`src/rtl/mem_req_queue_if.sv`:
```
// Core-side and cache-side signals of one per-core memory request queue.
// master = core pipeline plus cache port environment, slave = the queue itself.
interface mem_req_queue_if #(
  parameter int ADDR_WIDTH   = 32,
  parameter int DATA_WIDTH   = 32,
  parameter int CREG_ID_BITS = 3
);
  logic                    core_valid;
  logic                    core_rw;
  logic [ADDR_WIDTH-1:0]   core_addr;
  logic [DATA_WIDTH-1:0]   core_data;
  logic                    core_stall;
  logic                    resp_valid;
  logic                    resp_rw;
  logic [DATA_WIDTH-1:0]   resp_data;
  logic                    resp_accept;
  logic [ADDR_WIDTH-1:0]   addr_out;
  logic [DATA_WIDTH-1:0]   data_out;
  logic                    rw_out;
  logic                    valid_out;
  logic [CREG_ID_BITS-1:0] id_out;
  logic [DATA_WIDTH-1:0]   cache_data;
  logic [CREG_ID_BITS-1:0] cache_id;
  logic                    cache_ready;
  logic                    cache_stall;
  logic                    err_spurious;

  modport master (
    output core_valid, core_rw, core_addr, core_data, resp_accept,
           cache_data, cache_id, cache_ready, cache_stall,
    input  core_stall, resp_valid, resp_rw, resp_data,
           addr_out, data_out, rw_out, valid_out, id_out, err_spurious
  );

  modport slave (
    input  core_valid, core_rw, core_addr, core_data, resp_accept,
           cache_data, cache_id, cache_ready, cache_stall,
    output core_stall, resp_valid, resp_rw, resp_data,
           addr_out, data_out, rw_out, valid_out, id_out, err_spurious
  );
endinterface

```
`src/rtl/mem_req_queue.sv`:
```
// In-order issue / in-order retire request queue; slot index doubles as the cache request id.
// Issue one cycle after allocation, retire one cycle after the head's read returns; stalls when full.
module mem_req_queue #(
  parameter int ADDR_WIDTH   = 32,
  parameter int DATA_WIDTH   = 32,
  parameter int CREG_ID_BITS = 3
) (
  input logic           clk,
  input logic           reset,
  mem_req_queue_if.slave bus
);
  localparam int DEPTH = 1 << CREG_ID_BITS;
  localparam logic [CREG_ID_BITS:0] FULL_CNT = {1'b1, {CREG_ID_BITS{1'b0}}};

  typedef enum logic [1:0] {
    S_FREE   = 2'd0,
    S_PEND   = 2'd1,
    S_ISSUED = 2'd2,
    S_DONE   = 2'd3
  } slot_state_t;

  slot_state_t             st     [DEPTH];
  logic                    rw_q   [DEPTH];
  logic [ADDR_WIDTH-1:0]   addr_q [DEPTH];
  logic [DATA_WIDTH-1:0]   data_q [DEPTH];

  logic [CREG_ID_BITS-1:0] tail;
  logic [CREG_ID_BITS-1:0] iss;
  logic [CREG_ID_BITS-1:0] head;
  logic [CREG_ID_BITS:0]   count;
  logic                    err;

  logic alloc;
  logic issue;
  logic ret_hit;
  logic retire;

  // Full check uses the registered count only, so a same-cycle retire never unblocks.
  assign bus.core_stall = (count == FULL_CNT) | ~reset;
  assign alloc          = bus.core_valid & ~bus.core_stall;

  assign bus.valid_out  = reset & (st[iss] == S_PEND);
  assign bus.addr_out   = reset ? addr_q[iss] : '0;
  assign bus.data_out   = reset ? data_q[iss] : '0;
  assign bus.rw_out     = reset & rw_q[iss];
  assign bus.id_out     = reset ? iss : '0;
  assign issue          = bus.valid_out & ~bus.cache_stall;

  assign ret_hit        = bus.cache_ready & (st[bus.cache_id] == S_ISSUED);

  assign bus.resp_valid = reset & (st[head] == S_DONE);
  assign bus.resp_rw    = reset & rw_q[head];
  assign bus.resp_data  = reset ? data_q[head] : '0;
  assign retire         = bus.resp_valid & bus.resp_accept;

  assign bus.err_spurious = err;

  // Alloc, issue, return and retire touch slots in FREE, PEND, ISSUED and DONE respectively,
  // so they always hit distinct slots and can all be applied in the same cycle.
  always_ff @(posedge clk) begin
    if (!reset) begin
      for (int i = 0; i < DEPTH; i++) begin
        st[i]     <= S_FREE;
        rw_q[i]   <= 1'b0;
        addr_q[i] <= '0;
        data_q[i] <= '0;
      end
      tail  <= '0;
      iss   <= '0;
      head  <= '0;
      count <= '0;
      err   <= 1'b0;
    end else begin
      if (alloc) begin
        st[tail]     <= S_PEND;
        rw_q[tail]   <= bus.core_rw;
        addr_q[tail] <= bus.core_addr;
        data_q[tail] <= bus.core_data;
        tail         <= tail + 1'b1;
      end
      // Writes get no cache return, so they complete as soon as the cache takes them.
      if (issue) begin
        st[iss] <= rw_q[iss] ? S_DONE : S_ISSUED;
        iss     <= iss + 1'b1;
      end
      if (ret_hit) begin
        st[bus.cache_id]     <= S_DONE;
        data_q[bus.cache_id] <= bus.cache_data;
      end else if (bus.cache_ready) begin
        err <= 1'b1;
      end
      if (retire) begin
        st[head] <= S_FREE;
        head     <= head + 1'b1;
      end
      case ({alloc, retire})
        2'b10:   count <= count + 1'b1;
        2'b01:   count <= count - 1'b1;
        default: count <= count;
      endcase
    end
  end
endmodule

```
`src/flat_wrapper.sv`:
```
// flat-port wrapper written by rule: the top's interface ports become plain ports
module mem_req_queue_flat 
#(
  parameter int ADDR_WIDTH   = 32,
  parameter int DATA_WIDTH   = 32,
  parameter int CREG_ID_BITS = 3
)
  (clk, reset, bus_core_valid, bus_core_rw, bus_core_addr, bus_core_data, bus_resp_accept, bus_cache_data, bus_cache_id, bus_cache_ready, bus_cache_stall, bus_core_stall, bus_resp_valid, bus_resp_rw, bus_resp_data, bus_addr_out, bus_data_out, bus_rw_out, bus_valid_out, bus_id_out, bus_err_spurious);
  mem_req_queue_if #(.ADDR_WIDTH(ADDR_WIDTH), .DATA_WIDTH(DATA_WIDTH), .CREG_ID_BITS(CREG_ID_BITS)) bus_i ();
  input logic clk;
  input logic reset;
  input wire logic [$bits(bus_i.core_valid)-1:0] bus_core_valid;
  input wire logic [$bits(bus_i.core_rw)-1:0] bus_core_rw;
  input wire logic [$bits(bus_i.core_addr)-1:0] bus_core_addr;
  input wire logic [$bits(bus_i.core_data)-1:0] bus_core_data;
  input wire logic [$bits(bus_i.resp_accept)-1:0] bus_resp_accept;
  input wire logic [$bits(bus_i.cache_data)-1:0] bus_cache_data;
  input wire logic [$bits(bus_i.cache_id)-1:0] bus_cache_id;
  input wire logic [$bits(bus_i.cache_ready)-1:0] bus_cache_ready;
  input wire logic [$bits(bus_i.cache_stall)-1:0] bus_cache_stall;
  output wire logic [$bits(bus_i.core_stall)-1:0] bus_core_stall;
  output wire logic [$bits(bus_i.resp_valid)-1:0] bus_resp_valid;
  output wire logic [$bits(bus_i.resp_rw)-1:0] bus_resp_rw;
  output wire logic [$bits(bus_i.resp_data)-1:0] bus_resp_data;
  output wire logic [$bits(bus_i.addr_out)-1:0] bus_addr_out;
  output wire logic [$bits(bus_i.data_out)-1:0] bus_data_out;
  output wire logic [$bits(bus_i.rw_out)-1:0] bus_rw_out;
  output wire logic [$bits(bus_i.valid_out)-1:0] bus_valid_out;
  output wire logic [$bits(bus_i.id_out)-1:0] bus_id_out;
  output wire logic [$bits(bus_i.err_spurious)-1:0] bus_err_spurious;
  assign bus_i.core_valid = bus_core_valid;
  assign bus_i.core_rw = bus_core_rw;
  assign bus_i.core_addr = bus_core_addr;
  assign bus_i.core_data = bus_core_data;
  assign bus_i.resp_accept = bus_resp_accept;
  assign bus_i.cache_data = bus_cache_data;
  assign bus_i.cache_id = bus_cache_id;
  assign bus_i.cache_ready = bus_cache_ready;
  assign bus_i.cache_stall = bus_cache_stall;
  assign bus_core_stall = bus_i.core_stall;
  assign bus_resp_valid = bus_i.resp_valid;
  assign bus_resp_rw = bus_i.resp_rw;
  assign bus_resp_data = bus_i.resp_data;
  assign bus_addr_out = bus_i.addr_out;
  assign bus_data_out = bus_i.data_out;
  assign bus_rw_out = bus_i.rw_out;
  assign bus_valid_out = bus_i.valid_out;
  assign bus_id_out = bus_i.id_out;
  assign bus_err_spurious = bus_i.err_spurious;
  mem_req_queue #(.ADDR_WIDTH(ADDR_WIDTH), .DATA_WIDTH(DATA_WIDTH), .CREG_ID_BITS(CREG_ID_BITS)) u_core (.clk(clk), .reset(reset), .bus(bus_i));
endmodule
```
`config.mk`:
```
export PLATFORM = sky130hd
export DESIGN_NAME = mem_req_queue_flat
export DESIGN_NICKNAME = d
export VERILOG_FILES = /design/src/rtl/mem_req_queue_if.sv /design/src/rtl/mem_req_queue.sv /design/src/flat_wrapper.sv
export SDC_FILE = /design/constraint.sdc
export NUM_CORES = 1
export LEC_CHECK = 0
export BUFFER_PORTS_ARGS = -buffer_cell sky130_fd_sc_hd__buf_2
export CORE_MARGIN = 5
export CORE_UTILIZATION = 55
export DETAILED_ROUTE_END_ITERATION = 16
export PLACE_DENSITY = 0.74
export SLEW_MARGIN = 20
export SYNTH_ARGS = -nofsm -noshare
export SYNTH_HDL_FRONTEND = slang
export SYNTH_SLANG_ARGS = --single-unit
```
`constraint.sdc`:
```
create_clock -name clk -period 4.5 [get_ports clk]
set_clock_uncertainty 0.2 [all_clocks]
set_input_delay 0.675 -clock clk [delete_from_list [all_inputs] [get_ports clk]]
set_output_delay 0.675 -clock clk [all_outputs]
set_load 0.005 [all_outputs]
```
==> impl.org <==
** Run status
- Outcome :: finished clean

** GRT
- Global routing consumed, over all layers together, 28.0% of the routing resources.
- Number of antenna violations at the first check in global routing :: 15
- The via count of the first global-routing pass was roughly 21000.
- Entering global routing, the biggest net connects 108 pins.
- Wire length of the first global-routing pass :: 127000 microns
- Final global-route overflow total :: 0

** Power
- Summed over all cells, the static leakage comes to 13.3 nW.
- Max rail drop VDD :: 285 uV
- Register share of total power :: approximately half
- In this run, the clock network consumes between 40% and 50% of the power.
- Internal portion of total power :: just under 9 mW
- Pwr dens :: roughly 350 nW/um^2
- In this run switching power makes up around a quarter of total power.
- Net switching power :: 2.78 mW
- Of the total power, combinational logic draws 8.6%.

** Timing
- Setup violations remaining at the end of the flow were counted as 0.
- Setup TNS :: 0 ns
- The smallest clock period supported by the final layout is computed as roughly 3.8 ns.
- The worst path uses between 80% and 90% of the clock period.
- The final hold violation count came to 0.
- Setup repair after global routing missed its margin :: no
- Worst relative slew slack :: 31.7%
- The count of pins over their slew limit came to 0.
- Actual transition at the worst max-transition pin :: 1.02 ns
- Maximum clock rate :: 0.265 GHz
- Hold is met by 0.155 ns.

** Critical path
- Data on the critical path is required at its endpoint by 3.62 ns.
- Reg2reg end :: u_core.count[3]
- The worst setup path is of the reg2out kind.
- Endpoint kind of the worst setup timing path :: output pin
- Setup crit end :: bus_valid_out
- Data arrives at the worst endpoint at 2.90 ns.
- The setup check on the worst reg-to-reg path leaves a slack of about 1.2 ns.
- Top fanout value on the critical path :: 57
- STA classifies the critical path startpoint as a register.
- Measured in cells, the most critical reg-to-reg path has a length of 11.
- The startpoint identified for the worst register-to-register timing path is u_core.st[4][0].

** Detailed routing
- DRC errors left :: 0
- The final layout contains routed wiring with a total length of 84400 microns.
- Dividing the detail-routed via count by the number of cells gives 6.37.
- Once detail routing completed, the nets flagged for antenna violations numbered 0.
- Iteration count of the initial detailed-routing pass :: 6
- Detailed Route Iter0 Violations :: 2271
- Detail-routed net length per standard cell :: approximately 27 microns
- Detailed routing inserted a total of approximately 20000 vias.

** Die
- 211 I/O pins were placed.
- Cell Rows :: 85
- The die is 244 microns wide.
- The initial utilization of the core area, before any placement, comes to 55.7%.
- Die Outline Area :: ~59000 sq um
- CORE AREA :: 53900 sq um
- Measured along the y axis, the die boundary spans 244 microns.

** CTS
- In this run the post-CTS setup repair buffer count came out at 0.
- The H-tree generated during clock tree synthesis spans 2 levels.
- TritonCTS clock tree :: yes
- Clock-pin slew was measured on the worst setup and hold paths at 0.06 ns.
- Clock buffer count from CTS :: 57
- Buffers inserted to repair hold after CTS numbered 0.
- Clock root buffer master :: clkbuf_16
- The clock net in this run drives a total of around 560 sinks.
- Clock latency on the worst-skew pair, taken at its later pin, is 0.63 ns.
- Deepest clock path buffer count :: 3
- Gates resized during post-CTS repair numbered 0.

** Synthesis
- Counting flops and latches in the post-synthesis netlist gives 556.
- Synthesized Nets :: 2373
- Averaged over all synthesized cells, the footprint is roughly 13 sq um.
- Synthesis handed over a netlist of ~2300 instances.
- Seq/Total Area, Yosys :: 54.2%
- Most common flop cell mapped by yosys :: edfxtp_1
- The Yosys step of the flow raised 0 warnings.
- Post-synth ARST share :: 0%
- Library cells used by synthesis :: 55
- In this run, synthesis inferred between 500 and 600 flip-flops with an integrated enable.
- Post-synth design cell area :: 30000 sq um

** Layout
- Leaving out fill and tap cells, the most frequent cells in the layout are edfxtp_1 (512), mux2i_1 (329), nand2_1 (310).
- From synthesis to final layout, the design area changed by 12.0%.
- At the end of the flow, the number of nets in the layout was 2494.
- Counting the fill cells in the layout gives ~4000.
- Fraction of final layout cells with drive strength greater than 1 :: 24.8%
- At the end of the flow the core is filled with cells to 62.3%.
- Leaving out fill and tap cells, the most frequent cell in the layout is edfxtp_1.

** Placed design
- Input and output buffers added on the ports amount to 210.
- DP Wirelength :: 49100 microns
- Final RePlAce weighted congestion :: between 0.8 and 0.9

** Min path
- Classification of the worst-slack hold path :: in2reg

** Job
- The tool flagged a number of max-cap violations equal to 0.
-- logic make-up after synthesis --
| group | share of synthesized area (%) |
|---|---|
| AOI/OAI and AO/OA | 2.30 |
| xor gates and xnor gates | 0.146 |
| adders and majority gates | 0.317 |
| buffers and inverters | 3.76 |
| DFF | 54.2 |
| muxes | 26.1 |
| and+or+nand+nor | 13.2 |
-- final cells by class --
class	instances	area, sq um	area share, %
clock inverter	34	347	1.03
inverter	39	149	0.443
clock buffer	71	1480	4.40
timing repair buffer	277	1700	5.07
sequential	556	16300	48.4
antenna	7	17.5	0.0521
tap	696	871	2.59
multi-input combinational	1450	12800	38.0
-- worst min-delay path by stage --
stage / start / end / depth (start not counted)
2_1_floorplan: u_core.rw_q[6] / u_core.rw_q[6] / 2
3_3_place_gp: u_core.bus.err_spurious / u_core.bus.err_spurious / 1
3_5_place_dp: u_core.bus.err_spurious / u_core.bus.err_spurious / 1
4_1_cts: bus_cache_stall / register / 2
5_1_grt: bus_cache_stall / register / 2
6_report: bus_cache_stall / register / 2
-- power groups by stage --
stage | logic, mW | registers (mW) | clock network [mW]
2_1_floorplan | 0.602 | 6.05 | 0
3_5_place_dp | 0.989 | 6.09 | 0
3_3_place_gp | 0.971 | 6.07 | 0
4_1_cts | 0.995 | 5.99 | 4.71
5_1_grt | 1.07 | 6.01 | 4.92
6_report | 0.996 | 5.99 | 4.66
-- per-stage QoR --
stage	total power, mW	instance area [sq um]	worst slack [ns]	cells
5_1_grt	12.0	33600	0.586	3125
2_1_floorplan	6.65	30000	0.636	2260
4_1_cts	11.7	33600	0.662	3123
3_3_place_gp	7.04	31800	0.870	3018
3_5_place_dp	7.08	31800	0.845	3018
6_report	11.6	33600	0.723	3130
-- state kept, by name (all words and copies together), names as in the netlist, named ones only --
register / flops
u_core.bus.err_spurious: 1
u_core.head: 3
u_core.count: 4
u_core.data_q: 256
u_core.addr_q: 256
u_core.st: 16
u_core.iss: 3
u_core.rw_q: 8
u_core.tail: 3
-- layer usage --
layer,part of all wire [%],global-route usage [%]
met2,50,47.4
met5,0.14,0
met1,37,36.0
met3,9.3,6.28
met4,3.5,9.81
-- Yosys cell counts (6+ instances only) --
cell      count  area [sq um]
nor2b_1      14          87.6
buf_2        31           155
nand3b_1      8          60.1
nand2_1     310          1160
nand2b_1     18           113
a32oi_2       6          97.6
ha_1          6          75.1
mux4_2      201          4530
dfxtp_1      44           881
mux2i_1     329          3290
nand3_1      47           235
buf_6        18           203
and2_1      264          1650
buf_1        48           180
nor2_1      112           420
a32oi_1      10          87.6
a21o_1        7          52.6
edfxtp_1    512         15400
a21oi_1       7          35.0
nor3_1        8          40.0
inv_1        38           143
o21ai_0      52           260
clkbuf_1    118           443
-- worst max-delay path: stages, from the launching register on --
cell and delay [ns]:
dfxtp_4 0.75, buf_12 0.42, mux4_2 0.40, a2bb2oi_1 0.35
inv_1 0.12, buf_2 0.15
No activity file was read; power rests on OpenSTA's default activity.
